[config.mk]
export PLATFORM = sky130hd
export DESIGN_NAME = serial_mag_comp
export DESIGN_NICKNAME = d
export VERILOG_FILES = /design/src/rtl/serial_mag_comp_pkg.sv /design/src/rtl/serial_mag_comp_cmp_bit_cell.sv /design/src/rtl/serial_mag_comp.sv
export SDC_FILE = /design/constraint.sdc
export NUM_CORES = 1
export LEC_CHECK = 0
export ABC_AREA = 1
export ABC_CLOCK_PERIOD_IN_PS = 1200
export CAP_MARGIN = 10
export CORE_MARGIN = 2
export CORE_UTILIZATION = 52
export DETAILED_ROUTE_END_ITERATION = 8
export PLACE_DENSITY = 0.86
export SETUP_SLACK_MARGIN = 0.3
export SLEW_MARGIN = 10
export SYNTH_ARGS = -nofsm -noshare
export SYNTH_HDL_FRONTEND = slang
export SYNTH_SLANG_ARGS = --single-unit
[constraint.sdc]
create_clock -name clk -period 1.2 [get_ports clk]
set_input_delay 0.12 -clock clk [delete_from_list [all_inputs] [get_ports clk]]
set_output_delay 0.12 -clock clk [all_outputs]
set_load 0.05 [all_outputs]
[src/rtl/serial_mag_comp_pkg.sv]
// Shared definitions for the serial magnitude comparator: verdict encodings and FSM states.
// Verdict is one-hot {g,e,l}; EQ doubles as the "no difference seen yet" value.
// Optional early-exit build is selected with SERIAL_MAG_COMP_EARLY_EXIT_EN.
package serial_mag_comp_pkg;

  localparam logic [2:0] CMP_GT = 3'b100;
  localparam logic [2:0] CMP_EQ = 3'b010;
  localparam logic [2:0] CMP_LT = 3'b001;

  typedef enum logic [1:0] {
    ST_IDLE  = 2'd0,
    ST_SHIFT = 2'd1,
    ST_DONE  = 2'd2
  } state_t;

endpackage

[src/rtl/serial_mag_comp_cmp_bit_cell.sv]
// Combinational 1-bit compare cell: a vs b -> one-hot {g,e,l}.
// Zero latency, no state.
// No backpressure; purely combinational.
module cmp_bit_cell
  import serial_mag_comp_pkg::*;
(
  input  logic a,
  input  logic b,
  output logic g,
  output logic e,
  output logic l
);

  // One-hot result in the package encoding
  always_comb begin
    {g, e, l} = CMP_EQ;
    if (a && !b) begin
      {g, e, l} = CMP_GT;
    end else if (!a && b) begin
      {g, e, l} = CMP_LT;
    end
  end

endmodule

[src/rtl/serial_mag_comp.sv]
// Serial MSB-first magnitude comparator, one bit pair per clock, registered g/e/l verdict.
// Latency: done in cycle WIDTH+1 after the start edge (earlier with SERIAL_MAG_COMP_EARLY_EXIT_EN).
// No queuing: start is only sampled in IDLE and ignored while busy or done.
module serial_mag_comp
  import serial_mag_comp_pkg::*;
#(
  parameter  int WIDTH = 8,
  localparam int CNT_W = $clog2(WIDTH + 1)
) (
  input  logic             clk,
  input  logic             rst,
  input  logic             start,
  input  logic [WIDTH-1:0] a_in,
  input  logic [WIDTH-1:0] b_in,
  output logic             busy,
  output logic             done,
  output logic             g,
  output logic             e,
  output logic             l,
  output logic [CNT_W-1:0] bits_used
);

  localparam logic [CNT_W-1:0] LAST_CNT = CNT_W'(WIDTH - 1);

  state_t           state_q;
  logic [WIDTH-1:0] a_q, b_q;
  logic [CNT_W-1:0] cnt_q;
  logic [2:0]       sticky_q;
  logic [2:0]       res_q;
  logic             busy_q, done_q;
  logic [CNT_W-1:0] bits_used_q;

  logic [2:0]       bit_res;
  logic [2:0]       verdict_d;
  logic [CNT_W-1:0] cnt_d;
  logic             finish_d;

  cmp_bit_cell u_cell (
    .a (a_q[WIDTH-1]),
    .b (b_q[WIDTH-1]),
    .g (bit_res[2]),
    .e (bit_res[1]),
    .l (bit_res[0])
  );

  // Verdict so far including this cycle's bit, and whether this is the final SHIFT cycle
  always_comb begin
    cnt_d     = cnt_q + CNT_W'(1);
    verdict_d = (sticky_q != CMP_EQ) ? sticky_q : bit_res;
`ifdef SERIAL_MAG_COMP_EARLY_EXIT_EN
    finish_d  = (cnt_q == LAST_CNT) || (bit_res != CMP_EQ);
`else
    finish_d  = (cnt_q == LAST_CNT);
`endif
  end

  // Control FSM with registered outputs; outputs only move on entry to DONE
  always_ff @(posedge clk or posedge rst) begin
    if (rst) begin
      state_q     <= ST_IDLE;
      a_q         <= '0;
      b_q         <= '0;
      cnt_q       <= '0;
      sticky_q    <= CMP_EQ;
      res_q       <= CMP_EQ;
      busy_q      <= 1'b0;
      done_q      <= 1'b0;
      bits_used_q <= '0;
    end else begin
      case (state_q)
        ST_IDLE: begin
          done_q <= 1'b0;
          if (start) begin
            a_q      <= a_in;
            b_q      <= b_in;
            cnt_q    <= '0;
            sticky_q <= CMP_EQ;
            busy_q   <= 1'b1;
            state_q  <= ST_SHIFT;
          end
        end
        ST_SHIFT: begin
          // First differing bit wins; later bits cannot override it
          sticky_q <= verdict_d;
          a_q      <= {a_q[WIDTH-2:0], 1'b0};
          b_q      <= {b_q[WIDTH-2:0], 1'b0};
          cnt_q    <= cnt_d;
          if (finish_d) begin
            res_q       <= verdict_d;
            bits_used_q <= cnt_d;
            busy_q      <= 1'b0;
            done_q      <= 1'b1;
            state_q     <= ST_DONE;
          end
        end
        ST_DONE: begin
          done_q  <= 1'b0;
          state_q <= ST_IDLE;
        end
        default: begin
          busy_q  <= 1'b0;
          done_q  <= 1'b0;
          state_q <= ST_IDLE;
        end
      endcase
    end
  end

  assign busy      = busy_q;
  assign done      = done_q;
  assign {g, e, l} = res_q;
  assign bits_used = bits_used_q;

endmodule

==> key figures <==
Logic synthesis
  – Seq/Total Area, Yosys: 51.4%
  – Avg Cell Area, Syn: 7.55 um2
  – Post-synth EDFFs: 0
  – Post-synth top area cell: dfrtp_1
  – Cell variety after synth: 18
  – Synth Cell Area: 0.00166 mm2
  – Ranking of synthesized cells by area: dfrtp_1 (48%), nand2_1 (19%), inv_1 (8.1%)
  – Synth Net Count: 242
  – Main synth FF type: dfrtp_1
  – Seq cells post-synth: 34
  – Cell count after synthesis: 220
  – Async set-reset flop share out of synthesis: 100%
  – Synthesis Warnings: 0
  – Yosys top cell area share: 48.2%

Pwr
  – Peak VDD IR: 2.70 mV
  – Clock share of power: 11.4%
  – Internal: 4180 uW
  – Switching share of power: 46.5%
  – Pwr Density: 2820 mW/mm2
  – Total Power: 7800 uW
  – P_sw: 3630 uW
  – Part of the power in registers: 28.3%
  – Comb pwr share: 60.4%
  – Static Leak: 0.00142 uW

Global routing
  – Global-route wire length before repair: 7630 um
  – Busiest grt layer: met2
  – Largest net degree at the start of global routing: 35
  – GRT met3 Usage: 7.04%
  – M2 GR Usage: 46.6%
  – Number of global-route vias before repair: 1666
  – Grt ovf: 0
  – GRT met1 Usage: 36.0%
  – Global Route Usage Sum: 29.2%
  – Initial antenna violation count: 0

Critical path
  – Setup CP Type: reg2reg
  – CP max FO: 8
  – CP arrival: 1550 ps
  – CP endpoint kind: flip-flop
  – Setup crit start kind: flip-flop
  – Worst Path Required: 1450 ps

Clocking
  – Root cell of the clock tree: clkbuf_4
  – CTS tree: yes
  – CTS buffer count: 5
  – # H-tree levels: 2
  – Post-CTS Hold Buffers: 0
  – Worst-skew pair later-pin latency: 370 ps
  – Clk slew on worst S/H paths: 130 ps
  – Max clock buf depth: 2
  – Clock sinks: 34

STA
  – Endpoints failing setup: 15
  – Final min period: 1300 ps
  – Worst-Margin Slew: 261 ps
  – Hold Violations, Final: 0
  – Final setup margin: -105 ps
  – Final slew viol count: 0
  – Unrepaired setup endpoints after global routing: true
  – Worst hold slack: 78.1 ps
  – Max_slew headroom: 82.6%
  – Final Cycle Share: 109%
  – Max frequency: 767 MHz
  – Skew final: 14.5 ps

Placement
  – Post-DP Area: 0.00223 mm2
  – RD Place Congestion: 0.769
  – IO Port Bufs: 27
  – Post-DP HPWL: 2440 um
  – Pre-CTS setup slack: -10.9 ps

Routing
  – Via density: 5.60
  – Drc violations: 0
  – Post-Route WL: 6220 um
  – ANT nets after route: 0
  – DRT iter0 DRCs: 154
  – Wire length per cell: 19.4 um
  – Vias: 1796
  – DRT Pass-1 Iters: 5

Cells and area
  – Final instance area: 0.00277 mm2
  – Final Util: 90.7%
  – Filler instances: 111
  – Fraction of layout cells with a size suffix above 1: 39.0%
  – Ant diodes: 0
  – P&R area growth vs syn: 66.7%
  – Nets: 298

Die
  – Die ar.: 0.00366 mm2
  – Die Wd: 60.5 um
  – Starting Density: 54.4%
  – DIE HEIGHT: 60.5 um
  – Core Area: 0.00305 mm2
  – Cell row count: 20
  – Io pins: 28

Outcome
  – Outcome: complete, but fails checks
  – Failing checks: setup timing

Worst hold path
  – Hold Path Class: in2async

Flow run
  – Max-Cap Viols: 0
==> timing repair <==
action | 4_1_cts | 5_1_grt
gates resized for setup | 31 | 31
endpoints found under the setup margin | 43 | 43
pin swaps | 15 | 11
setup buffers | 12 | 6
cloned | 0 | 2
==> logic make-up (layout without fill, tap and decap cells) <==
group,Yosys count,count (layout),share of synthesized area (%)
compound gates,7,7,2.11
fa+ha+maj,3,3,2.26
buf+inv,43,99,10.8
simple gates,133,134,33.5
flops,34,34,51.4
==> stage by stage <==
step                      setup TNS, ps  instances
after floorplan                       0        220
after global placement                0        293
after detailed placement          -31.8        293
after CTS                             0        313
after global routing              -1270        321
final                              -471        321
==> cells in the mapped netlist (2+ instances only) <==
cell type / count
nand2_1: 82
inv_1: 36
dfrtp_1: 32
nand3_1: 24
nor2_1: 18
buf_2: 5
nand3b_1: 5
ha_1: 3
o21ai_1: 3
a21oi_1: 2
dfstp_2: 2
o21ai_0: 2
==> critical path: stages (launching register included) <==
cell,delay [ps]
dfrtp_2,460
buf_12,140
nand2_8,90
buf_12,130
nand2_8,80
nor2_1,170
nor2_1,100
==> power groups by stage <==
stage / registers, uW / logic, uW / clock network [uW]
6_report: 2210 / 4710 / 886
2_1_floorplan: 2350 / 1740 / 0
3_3_place_gp: 2060 / 2960 / 0
3_5_place_dp: 2080 / 3040 / 0
4_1_cts: 2080 / 3800 / 842
5_1_grt: 2230 / 4950 / 897
==> path summary, 6_finish.rpt <==
| kind | from | endpoint | slack (ps) | cells past startpoint |
|---|---|---|---|---|
| max | state_q[0] | a_q[4] | -100 | 6 |
| min | rst | bits_used[2] | 80 | 3 |
| max reg2reg | state_q[0] | a_q[4] | -100 | 6 |
| min reg2reg | res_q[1] | res_q[1] | 530 | 2 |
| max in group asynchronous | rst | sticky_q[1] | 880 | 3 |
| min in group clk | a_in[2] | a_q[2] | 360 | 3 |
==> sequential cells by signal, indices dropped and copies added (netlist names) <==
name       cells
a_q            8
b_q            8
bits_used      4
busy           1
cnt_q          4
done           1
res_q          3
state_q        2
sticky_q       3
==> cell type report <==
| cell class | count | area, um2 | share of cell area [%] |
|---|---|---|---|
| Sequential cell | 34 | 857 | 30.9 |
| Multi-Input combinational cell | 144 | 953 | 34.4 |
| Tap cell | 44 | 55.1 | 1.99 |
| Clock inverter | 3 | 40.0 | 1.45 |
| Inverter | 36 | 138 | 4.97 |
| Clock buffer | 5 | 37.5 | 1.36 |
| Timing Repair Buffer | 55 | 689 | 24.9 |
==> metal layers <==
layer,share of wire (%),routed length (um)
met3,7.4,461
met4,5.4,338
met5,0,0
met1,37,2290
met2,50,3130
==> cells in the final DEF (no fill, tap or decap), types with 2 or more instances in the layout <==
| cell | instances |
|---|---|
| o21ai_2 | 2 |
| buf_6 | 7 |
| nand2_4 | 7 |
| nor2_4 | 4 |
| nor2_1 | 11 |
| o21ai_1 | 3 |
| nor2_2 | 4 |
| inv_2 | 3 |
| a21oi_1 | 2 |
| inv_1 | 32 |
| ha_4 | 2 |
| clkdlybuf4s50_1 | 18 |
| buf_4 | 14 |
| clkbuf_4 | 5 |
| dfrtp_1 | 29 |
| nand3b_1 | 5 |
| dfstp_2 | 2 |
| nand2_8 | 4 |
| clkinv_2 | 2 |
| nand2_1 | 60 |
| nand3_4 | 2 |
| nand3_1 | 8 |
| dfrtp_2 | 3 |
| nand2_2 | 13 |
| nand3_2 | 14 |
| buf_12 | 15 |
(Power assumes the default switching activity.)
